<file path="src/rtl/div_unit_pkg.sv">
// div_unit_pkg: shared state encodings, control constants and widths for the HI/LO divider.
package div_unit_pkg;
  localparam int OpWidth = 32;
  localparam int DoubleRegBus = 64;
  typedef enum logic [1:0] {DivFree, DivByZero, DivOn, DivEnd} div_state_t;
  localparam logic DivStart = 1'b1;
  localparam logic DivStop = 1'b0;
  localparam logic DivResultReady = 1'b1;
  localparam logic DivResultNotReady = 1'b0;
  localparam logic RstEnable = 1'b1;
  localparam logic [OpWidth-1:0] ZeroWord = '0;
  function automatic logic [OpWidth-1:0] mag(input logic [OpWidth-1:0] v);
    return v[OpWidth-1] ? -v : v;
  endfunction
endpackage

</file>
<file path="src/rtl/div_step.sv">
// div_step: one restoring radix-2 step on the {partial remainder, quotient} working register.
module div_step
  import div_unit_pkg::*;
(
  input  logic [64:0]        work,
  input  logic [OpWidth-1:0] divisor,
  output logic [64:0]        work_next
);
  logic [64:0] sh;
  logic [33:0] diff;
  always_comb begin
    sh = work << 1;
    diff = {1'b0, sh[64:32]} - {2'b0, divisor};
    work_next = diff[33] ? sh : {diff[32:0], sh[31:1], 1'b1};
  end
endmodule

</file>
<file path="src/rtl/div_unit.sv">
// div_unit: multi-cycle 32-bit DIV/DIVU sequencer producing {remainder, quotient} for HI/LO.
// Define DIV_ZERO_FAST_EN to short-circuit a zero divisor through the BYZERO state.
module div_unit
  import div_unit_pkg::*;
(
  input  logic                    clk,
  input  logic                    rst,
  input  logic                    start_i,
  input  logic                    annul_i,
  input  logic                    signed_div_i,
  input  logic [OpWidth-1:0]      opdata1_i,
  input  logic [OpWidth-1:0]      opdata2_i,
  output logic [DoubleRegBus-1:0] result_o,
  output logic                    ready_o,
  output logic                    busy_o
);
  div_state_t state;
  logic [4:0] cnt;
  logic [64:0] work, work_next;
  logic [OpWidth-1:0] dvsr, q_fix, r_fix;
  logic neg_q, neg_r;
  logic go;
  div_step u_step (.work(work), .divisor(dvsr), .work_next(work_next));
  always_comb begin
    go = start_i == DivStart && !annul_i;
    q_fix = neg_q ? -work_next[31:0] : work_next[31:0];
    r_fix = neg_r ? -work_next[63:32] : work_next[63:32];
    busy_o = state == DivOn || state == DivByZero || (state == DivFree && go);
  end
  always_ff @(posedge clk) begin
    if (rst == RstEnable) begin
      state <= DivFree;
      result_o <= '0;
      ready_o <= DivResultNotReady;
      cnt <= '0;
      work <= '0;
      dvsr <= '0;
      neg_q <= 1'b0;
      neg_r <= 1'b0;
    end else begin
      case (state)
        DivFree: if (go) begin
`ifdef DIV_ZERO_FAST_EN
          state <= opdata2_i == ZeroWord ? DivByZero : DivOn;
`else
          state <= DivOn;
`endif
          cnt <= '0;
          work <= {33'b0, signed_div_i ? mag(opdata1_i) : opdata1_i};
          dvsr <= signed_div_i ? mag(opdata2_i) : opdata2_i;
          neg_q <= signed_div_i & (opdata1_i[31] ^ opdata2_i[31]);
          neg_r <= signed_div_i & opdata1_i[31];
        end
        DivByZero: begin
          state <= annul_i ? DivFree : DivEnd;
          ready_o <= annul_i ? DivResultNotReady : DivResultReady;
          result_o <= '0;
        end
        DivOn: if (annul_i) state <= DivFree;
        else begin
          work <= work_next;
          cnt <= cnt + 5'd1;
          if (cnt == 5'd31) begin
            state <= DivEnd;
            ready_o <= DivResultReady;
            result_o <= {r_fix, q_fix};
          end
        end
        DivEnd: if (annul_i || start_i == DivStop) begin
          state <= DivFree;
          ready_o <= DivResultNotReady;
          result_o <= '0;
        end
        default: state <= DivFree;
      endcase
    end
  end
endmodule

</file>
<file path="config.mk">
export PLATFORM = sky130hd
export DESIGN_NAME = div_unit
export DESIGN_NICKNAME = d
export VERILOG_FILES = /design/src/rtl/div_unit_pkg.sv /design/src/rtl/div_step.sv /design/src/rtl/div_unit.sv
export SDC_FILE = /design/constraint.sdc
export NUM_CORES = 1
export LEC_CHECK = 0
export CAP_MARGIN = 20
export CORE_MARGIN = 2
export CORE_UTILIZATION = 45
export CTS_BUF_LIST = sky130_fd_sc_hd__clkbuf_16
export CTS_CLUSTER_DIAMETER = 150
export CTS_CLUSTER_SIZE = 14
export DETAILED_ROUTE_END_ITERATION = 10
export DONT_BUFFER_PORTS = 1
export SETUP_SLACK_MARGIN = 0.3
export SYNTH_ARGS = -nofsm -noshare
export SYNTH_HDL_FRONTEND = slang
export SYNTH_SLANG_ARGS = --single-unit
</file>
<file path="constraint.sdc">
create_clock -name clk -period 5.7 [get_ports clk]
set_clock_uncertainty 0.05 [all_clocks]
set_input_delay 0.57 -clock clk [delete_from_list [all_inputs] [get_ports clk]]
set_output_delay 0.57 -clock clk [all_outputs]
set_load 0.01 [all_outputs]
</file>
=== Yosys cells after proc, flatten, opt, wreduce, memory -nomap -nowiden ===
Cells that the tools add are included.

* Word-level logic and storage cells: 68
* Flip-flop bits (word level): 170
* Input port bits: 69

* Muxes and demuxes: 28
* Reduce and logical (&&, ||, !) cells: 13
* Eq/ne operators: 9
* $add $sub $neg: 6
* Bitwise logic cells: 4

{| class="wikitable"
|+ Operators by type and width
! operator !! count
|-
| 64-bit 2-to-1 mux || 6
|-
| 32-bit 2-to-1 mux || 6
|-
| 64-bit one-hot mux with 3 select lines || 1
|-
| 32-bit negation || 4
|-
| 64-bit one-hot mux with 2 select lines || 1
|-
| 33-bit by 32-bit subtractor with 34-bit output || 1
|-
| 2-bit 2-to-1 mux || 5
|-
| 5-bit 2-to-1 mux || 2
|-
| 5-bit one-hot mux with 2 select lines || 1
|-
| 2-bit one-hot mux with 4 select lines || 1
|-
| 2-bit != test (second input constant) || 3
|-
| 3-bit AND reduction || 2
|-
| 5-bit by 1-bit adder with 5-bit output (second input constant) || 1
|-
| 5-bit equality test (second input constant) || 1
|-
| 2-bit equality test (second input constant) || 2
|-
| 1-bit 2-to-1 mux || 4
|-
| 4-bit AND reduction || 1
|-
| 1-bit logical OR || 3
|-
| 3-bit by 2-bit != test with 1-bit output (second input constant) || 1
|-
| 1-bit one-hot mux with 3 select lines || 1
|-
| 3-bit nonzero test || 1
|-
| 1-bit AND || 2
|-
| 2-bit by 1-bit equality test with 1-bit output (second input constant) || 1
|-
| 1-bit logical AND || 2
|-
| 7 further kinds || 7
|}

=== Logic depth before layout (Yosys ltp) ===
Gate-level depths: netlist of the first run.

* Depth in word-level cells: 7
* Mapped depth: 23

=== By module ===
A second synthesis of the first run with hierarchy kept.

* Cells, all modules: 1,567
* Area, all modules: 11,802.6 um2

{| class="wikitable"
|+ Modules (own cells, without submodules)
! module !! area each (um2) !! cells an instance !! seq. area each (um2) !! instances
|-
| div_unit || 9,188.8 || 1,171 || 3,423.3 || 1
|-
| div_step || 2,613.8 || 396 || 0.0 || 1
|}

=== Least setup slack after synthesis of the first run ===
Ideal clock, no wire load.

* Kind: reg2reg
* Start: register dvsr[24]
* End: register result_o[58]
* Slack: 0.980 ns
* Required time: 5.527 ns
* Arrival time: 4.547 ns
* Period minus slack after synthesis: 4.720 ns
* Cell stages (with the launch flop): 23
* Setup time: 0.123 ns
* Cells stage by stage: dfxtp_1 -> inv_1 -> ha_1 -> buf_6 -> a21oi_4 -> o21ai_2 -> a211o_1 -> a211o_1 -> or2_1 -> buf_6 -> clkbuf_8 -> clkbuf_1 -> clkbuf_1 -> o21ai_0 -> ha_1 -> nand4b_1 -> or4_1 -> nor2_1 -> a32oi_1 -> nor4_1 -> a31oi_1 -> xnor2_1 -> o21ai_0

* Cells in the longest elaborated chain, start to end: 7

{| class="wikitable"
|+ RTL lines
! what !! RTL line !! source
|-
| start, declared || div_unit.sv:20 || <nowiki>logic [OpWidth-1:0] dvsr, q_fix, r_fix;</nowiki>
|-
| start signal, assigned || div_unit.sv:50 || <nowiki>dvsr <= signed_div_i ? mag(opdata2_i) : opdata2_i;</nowiki>
|-
| 33-bit by 32-bit subtractor with 34-bit output * || div_step.sv:13 || <nowiki>diff = {1'b0, sh[64:32]} - {2'b0, divisor};</nowiki>
|-
| 64-bit 2-to-1 mux * || div_step.sv:14 || <nowiki>work_next = diff[33] ? sh : {diff[32:0], sh[31:1], 1'b1};</nowiki>
|-
| 32-bit negation || div_unit.sv:27 || <nowiki>r_fix = neg_r ? -work_next[63:32] : work_next[63:32];</nowiki>
|-
| 32-bit 2-to-1 mux * || div_unit.sv:27 ||
|-
| 64-bit 2-to-1 mux * || div_unit.sv:63 || <nowiki>if (cnt == 5'd31) begin</nowiki>
|-
| 64-bit 2-to-1 mux * || div_unit.sv:59 || <nowiki>DivOn: if (annul_i) state <= DivFree;</nowiki>
|-
| 64-bit one-hot mux with 3 select lines * || div_unit.sv:41 || <nowiki>case (state)</nowiki>
|-
| end signal, assigned || div_unit.sv:66 || <nowiki>result_o <= {r_fix, q_fix};</nowiki>
|-
| end, declared || div_unit.sv:13 || <nowiki>output logic [DoubleRegBus-1:0] result_o,</nowiki>
|}

Every way passes the cells marked *; elsewhere a longest branch is shown, timed or not. The select of a mux whose other input is x is not followed.
A chain may end at the register's enable or synchronous reset.

=== Worst setup path after layout of the first run ===
* Start: register work[41]
* End: register result_o[54]

* Cells in the longest elaborated chain, start to end: 7

{| class="wikitable"
|+ RTL lines
! what !! RTL line !! source
|-
| start, declared || div_unit.sv:19 || <nowiki>logic [64:0] work, work_next;</nowiki>
|-
| start signal, assigned || div_unit.sv:49 || <nowiki>work <= {33'b0, signed_div_i ? mag(opdata1_i) : opdata1_i};</nowiki>
|-
| start signal, assigned || div_unit.sv:61 || <nowiki>work <= work_next;</nowiki>
|-
| 33-bit by 32-bit subtractor with 34-bit output || div_step.sv:13 ||
|-
| 64-bit 2-to-1 mux * || div_step.sv:14 ||
|-
| 32-bit negation || div_unit.sv:27 ||
|-
| 32-bit 2-to-1 mux * || div_unit.sv:27 ||
|-
| 64-bit 2-to-1 mux * || div_unit.sv:63 ||
|-
| 64-bit 2-to-1 mux * || div_unit.sv:59 ||
|-
| 64-bit one-hot mux with 3 select lines * || div_unit.sv:41 ||
|}

Marked as above.

==> flow_summary.yaml, run 1 <==
die:
  start_util: 0.4554
  row_count: 59
  fp.coreArea_sq_mm: 0.02584
  die_x_um: 165.7
  ios: 135
  die_area_sq_mm: 0.02746
  die_h_um: 165.7
synthesis:
  synthArstFlopShare: 0
  netlist_instances: 1575
  synth_edf_count: 0
  synth-seq-cells: 170
  ys.flop_type: "dfxtp_1"
  syn_nets: 1687
  yosysUniqueCellTypes: 93
  netlist_area_sq_mm: 0.01177
  seq_area_frac_synth: 0.2892
  yosys_warnings: 0
  syn_avg_cell_area_sq_um: 7.471
detailed_routing:
  wl_met1_um: 17240
  wl_met2_um: 16160
  post_drt_wl_per_cell_um: 19.53
  avgViaCountPerCell: 5.954
  wl_met3_um: 2204
  vias: 11100
  first_pass_iters: 6
  route.detailed.drc: 0
  final_antenna_net_count: 0
  routed_wl_um: 36410
  drtIter0Drc: 1019
  highest_layer: "met4"
worst_hold_path:
  hold_class: "input pin to flop"
  hold_depth: 1
sta:
  final_hold_viol_count: 0
  worst_slew_pin_slew_ns: 0.7666
  period_minus_slack_ns: 4.851
  post-route-period-util: 0.8510
  max-slew-margin-rel: 0.4890
  final-setup-viol-count: 0
  whs_ns: 0.1398
  report.final.slew_viol_count: 0
  grt_setup_unrepaired: "false"
  tns_ns: 0
  max_freq_mhz: 206.2
pwr:
  p_int_w: 0.002139
  power_frac_comb: 0.276
  power.clock.fraction: 0.347
  peakVddDrop_uv: 168.8
  seqPwrFrac: 0.377
  switching_share: 0.3716
  power.switching_w: 0.001265
  powerDensity_mw_per_mm2: 273.1
  leakage_nw: 4.701
critical_path:
  r2r_cells: 16
  crit_path_max_fanout: 12
  path_class: "flop to flop"
  cp_data_required_time_ns: 5.95
  critPathArrivalTime_ns: 5.10
  critPathCaptureType: "flop"
  start_kind: "flop"
global_routing:
  grt_pass1_vias: 10300
  antenna_found_initial: 0
  overflow: 0
  grt_max_degree: 152
  grt_util_all_layers: 0.2602
  grt_pass1_wl_um: 57680
cells_and_area:
  final_cell_mix: "216 x nand2_1, 187 x nor2_1, 170 x dfxtp_1"
  layout-drive-gt1-share: 0.06213
  final_common_cell: "nand2_1"
  stdcell_area_sq_mm: 0.01246
  diodes: 0
  final_util: 0.4824
  layout.nets: 1628
  area_growth_syn_to_layout_pct: 5.923
run_status:
  status: "complete, no violations"
cts:
  root_buffer: "clkbuf_16"
  clkLatencyLatePin_ns: 0.44
  clk_pin_slew_worst_paths_ns: 0.08
  cts.path.max_buffers: 2
  cts_tree: "done"
  numCtsBuffers: 17
  cts_post_setup_buffers_inserted: 0
  cts_sinks: 170
  htreeDepth: 4
placement:
  placed_cell_area_sq_mm: 0.01181
  gp_congestion: 0.9402
  dp.final_hpwl_um: 27540
  io_buffers: 0
flow_run:
  cap_violations: 0
[cell type report]
class                   instances  area (sq um)
clock inverters                15         178.9
multi-input cells            1251          7669
well taps                     335         419.2
repair buffers                 15         140.1
clock buffers                  17         425.4
inverters                      61         229.0
flip-flops and latches        170          3403
fillers                      2570         13370
[metrics by stage]
stage                     cells  total power [W]  worst slack [ns]
after floorplan            1575         0.002019            0.9802
after global placement     1830         0.002227            0.9480
after detailed placement   1830         0.002229            0.7696
after CTS                  1862         0.003405            0.7765
after global routing       1864         0.003576            0.4901
final                      1864         0.003404            0.8492
[registers in the layout, indices dropped and copies added, names as in the netlist]
register	count
result_o	64
dvsr	32
ready_o	1
state	2
neg_q	1
cnt	5
neg_r	1
work	64
[final timing paths]
| kind | startpoint | to | slack, ns |
|---|---|---|---|
| max | work[41]$_SDFFE_PP0P_ | result_o[54]$_SDFFE_PP0P_ | 0.85 |
| min | rst | result_o[20]$_SDFFE_PP0P_ | 0.14 |
| max reg2reg | work[41]$_SDFFE_PP0P_ | result_o[54]$_SDFFE_PP0P_ | 0.85 |
| min reg2reg | dvsr[0]$_SDFFE_PP0P_ | dvsr[0]$_SDFFE_PP0P_ | 0.42 |
[cell families (layout without fill, tap and decap cells)]
group | count (synthesis) | after routing | synth area share
buffers and inverters | 154 | 108 | 0.06018
xor gates and xnor gates | 129 | 129 | 0.09601
and+or+nand+nor | 635 | 635 | 0.2498
AOI/OAI and AO/OA | 433 | 433 | 0.2487
DFF | 170 | 170 | 0.2892
adders and majority gates | 43 | 43 | 0.04636
muxes | 11 | 11 | 0.009782
[power by group through the flow]
stage	clock network (W)	registers, W	logic, W
finish	0.00118	0.00128	0.000939
global route	0.00125	0.00129	0.00104
CTS	0.00120	0.00128	0.000921
detailed placement	0	0.00131	0.000917
global placement	0	0.00131	0.000917
floorplan	0	0.00130	0.000723
[synthesized netlist by cell type (all sizes together), types with 7 or more instances]
library cell  instances  share of area
xnor2                62          0.046
xor2                 67          0.050
nor3                 33          0.015
clkbuf               79          0.032
or2                   8         0.0043
or3                  23          0.013
nand4                11         0.0064
mux2i                 7         0.0060
buf                  13         0.0075
nand2               217          0.069
a21o                  8         0.0051
o41ai                12         0.0096
o21ai                85          0.037
nor2                189          0.060
a22oi                64          0.041
or4                  11         0.0074
nand3                65          0.028
a211oi               35          0.023
a31oi                40          0.021
and3                 10         0.0053
o211ai                7         0.0049
a21oi                96          0.043
nor4                 22          0.013
and2                 13         0.0070
nand2b               10         0.0053
inv                  60          0.019
dfxtp               170           0.29
a311oi                9         0.0067
o31ai                20          0.013
ha                   42          0.045
[per-layer routing]
metal | vias to the layer above | track usage
met5 | - | 0
met4 | 0 | 0.07561
met3 | 56 | 0.06022
met2 | 329 | 0.4034
met1 | 5179 | 0.3614
li1 | 5534 | -
[worst max-delay path: stages, from the launching register on]
cell	delay [ns]
dfxtp_1	0.44
ha_1	0.40
a21oi_1	0.26
o21ai_2	0.13
a221oi_2	0.51
a2111oi_4	0.14
or2_2	0.42
o21ai_0	0.33
ha_1	0.25
nand4b_1	0.12
or4_1	0.42
nor2_1	0.13
a32oi_1	0.17
or2_1	0.30
o41ai_1	0.38
xnor2_1	0.17
o21ai_1	0.07
[timing repair]
item | CTS | global route
gates resized for setup | 0 | 1
hold buffers | 0 | 0
endpoints found under the setup margin | 0 | 3
Power figures use the tool's default switching activity.
==> run 2: changes to the inputs <==
--- a/config.mk
+++ b/config.mk
@@ -7,12 +7,13 @@
 export LEC_CHECK = 0
 export CAP_MARGIN = 20
 export CORE_MARGIN = 2
-export CORE_UTILIZATION = 45
-export CTS_BUF_LIST = sky130_fd_sc_hd__clkbuf_16
+export CORE_UTILIZATION = 55
+export CTS_BUF_LIST = sky130_fd_sc_hd__clkbuf_4
 export CTS_CLUSTER_DIAMETER = 150
 export CTS_CLUSTER_SIZE = 14
 export DETAILED_ROUTE_END_ITERATION = 10
 export DONT_BUFFER_PORTS = 1
+export PLACE_DENSITY = 0.7
 export SETUP_SLACK_MARGIN = 0.3
 export SYNTH_ARGS = -nofsm -noshare
 export SYNTH_HDL_FRONTEND = slang
==> flow_summary.yaml, run 2 (synthesis gave the netlist of run 1 again) <==
run_status:
  status: "complete, no violations"
sta:
  tns_ns: 0
  report.final.slew_viol_count: 0
  final_hold_viol_count: 0
  worst_slew_pin_slew_ns: 0.7868
  max_freq_mhz: 201.5
  grt_setup_unrepaired: "false"
  final-setup-viol-count: 0
  period_minus_slack_ns: 4.964
  max-slew-margin-rel: 0.4755
  post-route-period-util: 0.8708
cells_and_area:
  stdcell_area_sq_mm: 0.01215
  area_growth_syn_to_layout_pct: 3.254
  reg_top3: "result_o: 64 flops, work: 64 flops, dvsr: 32 flops"
  layout-drive-gt1-share: 0.06205
  final_common_cell: "nand2_1"
  layout.nets: 1630
  final_cell_mix: "216 x nand2_1, 187 x nor2_1, 170 x dfxtp_1"
placement:
  gp_congestion: 0.9594
  placed_cell_area_sq_mm: 0.01174
  dp.final_hpwl_um: 26590
  io_buffers: 0
die:
  die_x_um: 150.3
  die_h_um: 150.3
  start_util: 0.5598
  row_count: 53
  die_area_sq_mm: 0.02258
  ios: 135
  fp.coreArea_sq_mm: 0.02102
critical_path:
  critPathCaptureType: "flop"
  slowest_delay_ns: 0.65
  rr_startpoint: "work[41]$_SDFFE_PP0P_"
  start_kind: "flop"
  critPathArrivalTime_ns: 5.41
  ff2ff_setup_slack_ns: 0.74
  cp_data_required_time_ns: 6.15
  crit_path_max_fanout: 10
  r2r_cells: 16
  path_class: "flop to flop"
  slowest_stage: "nor4_1"
  crit_chain: "ha_1, a21oi_1, o21ai_2, a221oi_2, a2111oi_4, or2_2, o21ai_0, ha_1, nand4b_1, or4_1, nor2_1, a32oi_1, nor4_1, a31oi_1, xnor2_1, o21ai_0"
  r2r_end: "result_o[58]$_SDFFE_PP0P_"
detailed_routing:
  drtIter0Drc: 1091
  wl_met1_um: 16170
  post_drt_wl_per_cell_um: 19.64
  routed_wl_um: 35530
  wl_met3_um: 3121
  final_antenna_net_count: 0
  first_pass_iters: 6
  wl_met2_um: 15340
  vias: 11410
  route.detailed.drc: 0
  highest_layer: "met4"
  avgViaCountPerCell: 6.306
cts:
  htreeDepth: 4
  cts_hold_buf: 2
  cts_sinks: 170
  clkLatencyLatePin_ns: 0.61
  clk_pin_slew_worst_paths_ns: 0.19
  cts_tree: "done"
  root_buffer: "clkbuf_4"
  post_cts_resized: 0
  cts_post_setup_buffers_inserted: 0
  cts.path.max_buffers: 2
  numCtsBuffers: 17
worst_hold_path:
  min_to: "dvsr[31]$_SDFFE_PP0P_"
  hold_start: "opdata2_i[31]"
  hold_class: "input pin to flop"
  hold_depth: 2
global_routing:
  overflow: 0
  grt_pass1_vias: 10180
  grt_util_all_layers: 0.3119
  grt_max_degree: 147
  antenna_found_initial: 2
  grt_pass1_wl_um: 55410
pwr:
  powerDensity_mw_per_mm2: 248.8
  leakage_nw: 4.591
  peakVddDrop_uv: 164.9
flow_run:
  cap_violations: 0
==> run 2: power breakdown <==
group,internal (W),leakage [nW],switching [W],total [W]
sequential,0.00124,1.38,0.0000499,0.00129
clock,0.000221,0.173,0.000557,0.000778
combinational,0.000310,3.04,0.000646,0.000957
total,0.00177,4.59,0.00125,0.00302
==> run 2: per-layer routing <==
metal  vias to the layer above  track usage
li1                       5557            -
met1                      5292       0.4511
met2                       501       0.4655
met3                        57      0.06636
met4                         0      0.08962
met5                         -            0
==> run 2: final cells by class <==
cell class	count	area [sq um]
multi-input combinational	1251	7662
inverter	61	229.0
sequential	170	3403
timing repair buffer	17	165.2
clock inverter	15	211.5
antenna	3	7.507
tap	275	344.1
clock buffer	17	127.6
fill	2005	8871
==> run 2: worst max-delay path: cells and delay by family, from the launching register on <==
family / cells / cell delay [ns]
xor+xnor: 1 / 0.18
simple gates: 5 / 1.72
compound gates: 8 / 1.80
fa+ha+maj: 2 / 0.63
flops: 1 / 0.47
==> run 2: how the worst max path moves through the flow <==
stage | start | endpoint | slack, ns | cells past startpoint
after global placement | work[55]$_SDFFE_PP0P_ | result_o[58]$_SDFFE_PP0P_ | 0.95 | 16
after floorplan | dvsr[24]$_SDFFE_PP0P_ | result_o[58]$_SDFFE_PP0P_ | 0.98 | 22
final | work[41]$_SDFFE_PP0P_ | result_o[58]$_SDFFE_PP0P_ | 0.74 | 16
after CTS | work[41]$_SDFFE_PP0P_ | result_o[60]$_SDFFE_PP0P_ | 0.82 | 16
after global routing | work[41]$_SDFFE_PP0P_ | result_o[60]$_SDFFE_PP0P_ | 0.36 | 16
after detailed placement | work[41]$_SDFFE_PP0P_ | result_o[58]$_SDFFE_PP0P_ | 0.84 | 16
==> run 2: per-stage QoR <==
stage	power (W)	util	worst slack (ns)	cells	hold slack (ns)
after global routing	0.003181	0.5779	0.3565	1808	0.007241
after CTS	0.003011	0.5762	0.8165	1804	0.01242
after detailed placement	0.002223	0.5583	0.8354	1770	0.3974
final	0.003022	0.5780	0.7364	1809	0.03555
after global placement	0.002219	0.5583	0.9519	1770	0.3896
after floorplan	0.002019	-	0.9802	1575	0.3862
==> run 3: changes to the inputs <==
--- a/config.mk
+++ b/config.mk
@@ -13,7 +13,7 @@
 export CTS_CLUSTER_SIZE = 14
 export DETAILED_ROUTE_END_ITERATION = 10
 export DONT_BUFFER_PORTS = 1
-export PLACE_DENSITY = 0.7
+export PLACE_DENSITY = 0.69
 export SETUP_SLACK_MARGIN = 0.3
 export SYNTH_ARGS = -nofsm -noshare
 export SYNTH_HDL_FRONTEND = slang
==> flow_summary.yaml, run 3 (synthesis gave the netlist of run 1 again) <==
critical_path:
  path_class: "flop to flop"
  critPathCaptureType: "flop"
  critPathArrivalTime_ns: 5.46
  start_kind: "flop"
  crit_path_max_fanout: 32
  cp_data_required_time_ns: 6.12
cells_and_area:
  final_common_cell: "nand2_1"
  area_growth_syn_to_layout_pct: 2.881
  final_cell_mix: "216 x nand2_1, 187 x nor2_1, 170 x dfxtp_1"
  reg_top3: "result_o: 64 flops, work: 64 flops, dvsr: 32 flops"
  layout-drive-gt1-share: 0.06275
  fin_cells: 1806
  layout.nets: 1629
  stdcell_area_sq_mm: 0.01211
cts:
  clkLatencyLatePin_ns: 0.60
  htreeDepth: 4
  cts_post_setup_buffers_inserted: 0
  root_buffer: "clkbuf_4"
  numCtsBuffers: 17
  clk_pin_slew_worst_paths_ns: 0.18
  cts_tree: "done"
  cts_sinks: 170
  cts.path.max_buffers: 2
detailed_routing:
  final_antenna_net_count: 0
  routed_wl_um: 35070
  route.detailed.drc: 0
  drtIter0Drc: 1158
  first_pass_iters: 6
  avgViaCountPerCell: 6.222
  post_drt_wl_per_cell_um: 19.42
  vias: 11240
die:
  start_util: 0.5598
  ios: 135
  die_h_um: 150.3
  die_x_um: 150.3
  fp.coreArea_sq_mm: 0.02102
  row_count: 53
  die_area_sq_mm: 0.02258
global_routing:
  grt_pass1_wl_um: 54370
  antenna_found_initial: 1
  grt_pass1_vias: 10120
  overflow: 0
  grt_util_all_layers: 0.3074
  grt_max_degree: 146
worst_hold_path:
  hold_class: "input pin to flop"
sta:
  post-route-period-util: 0.8841
  max_freq_mhz: 198.4
  final_hold_viol_count: 0
  worst_slew_pin_slew_ns: 1.153
  setup_slack_ns: 0.6604
  tns_ns: 0
  final-setup-viol-count: 0
  report.final.slew_viol_count: 0
  max-slew-margin-rel: 0.2315
  period_minus_slack_ns: 5.040
  grt_setup_unrepaired: "true"
run_status:
  status: "complete, no violations"
pwr:
  powerDensity_mw_per_mm2: 245.7
  leakage_nw: 4.573
  peakVddDrop_uv: 177.7
placement:
  gp_congestion: 0.9640
  dp.final_hpwl_um: 26370
  io_buffers: 0
  place_inst: 1770
  dp_slack_ns: 0.6194
  placed_cell_area_sq_mm: 0.01174
flow_run:
  cap_violations: 0
-- run 3: what timing repair did --
| item | 4_1_cts | 5_1_grt |
|---|---|---|
| gates resized for setup | 0 | 2 |
| setup endpoints to repair | 0 | 7 |
| hold endpoints to repair | 145 | 0 |
| hold buffers | 2 | 0 |
-- run 3: final cells by class --
class,instances,area [sq um]
Antenna cell,1,2.502
Multi-Input combinational cell,1251,7669
Timing Repair Buffer,16,150.1
Clock buffer,17,127.6
Inverter,61,232.7
Fill cell,2045,8915
Sequential cell,170,3403
Tap cell,275,344.1
Clock inverter,15,177.7
-- run 3: critical path: stages (launching register included) --
cell,delay (ns)
dfxtp_1,0.38
inv_1,0.05
ha_1,0.43
a21oi_4,0.25
o21ai_2,0.12
a211o_1,0.30
a211o_1,0.33
or2_2,0.54
o21ai_0,0.38
ha_1,0.24
nand4b_1,0.12
or4_1,0.42
nor2_1,0.14
a32oi_1,0.18
or2_1,0.32
o41ai_1,0.39
xnor2_1,0.19
o21ai_1,0.07
-- run 3: metal layers --
metal	vias up	global-route usage	share of wire
met2	449	0.4589	0.43
met3	80	0.06242	0.082
met5	-	0	0
met4	0	0.09292	0.029
met1	5161	0.4444	0.45
li1	5547	-	-
-- run 3: where the power goes --
group          total, W  switching, W  internal (W)
sequential      0.00129     0.0000508       0.00124
combinational  0.000950      0.000640      0.000311
clock          0.000736      0.000527      0.000209
-- run 3: final timing paths --
check / start / to / cells past startpoint / slack [ns]
max: dvsr[24]$_SDFFE_PP0P_ / result_o[54]$_SDFFE_PP0P_ / 17 / 0.66
min: opdata2_i[31] / dvsr[31]$_SDFFE_PP0P_ / 2 / 0.05
max reg2reg: dvsr[24]$_SDFFE_PP0P_ / result_o[54]$_SDFFE_PP0P_ / 17 / 0.66
min reg2reg: cnt[4]$_SDFFE_PP0P_ / cnt[4]$_SDFFE_PP0P_ / 2 / 0.42
-- run 3: stage by stage --
step,util,hold slack (ns),total power (W)
floorplan,-,0.3862,0.002019
global placement,0.5583,0.3898,0.002208
detailed placement,0.5583,0.4033,0.002218
CTS,0.5746,0.02790,0.002955
global route,0.5759,0.01093,0.003130
finish,0.5759,0.04706,0.002975
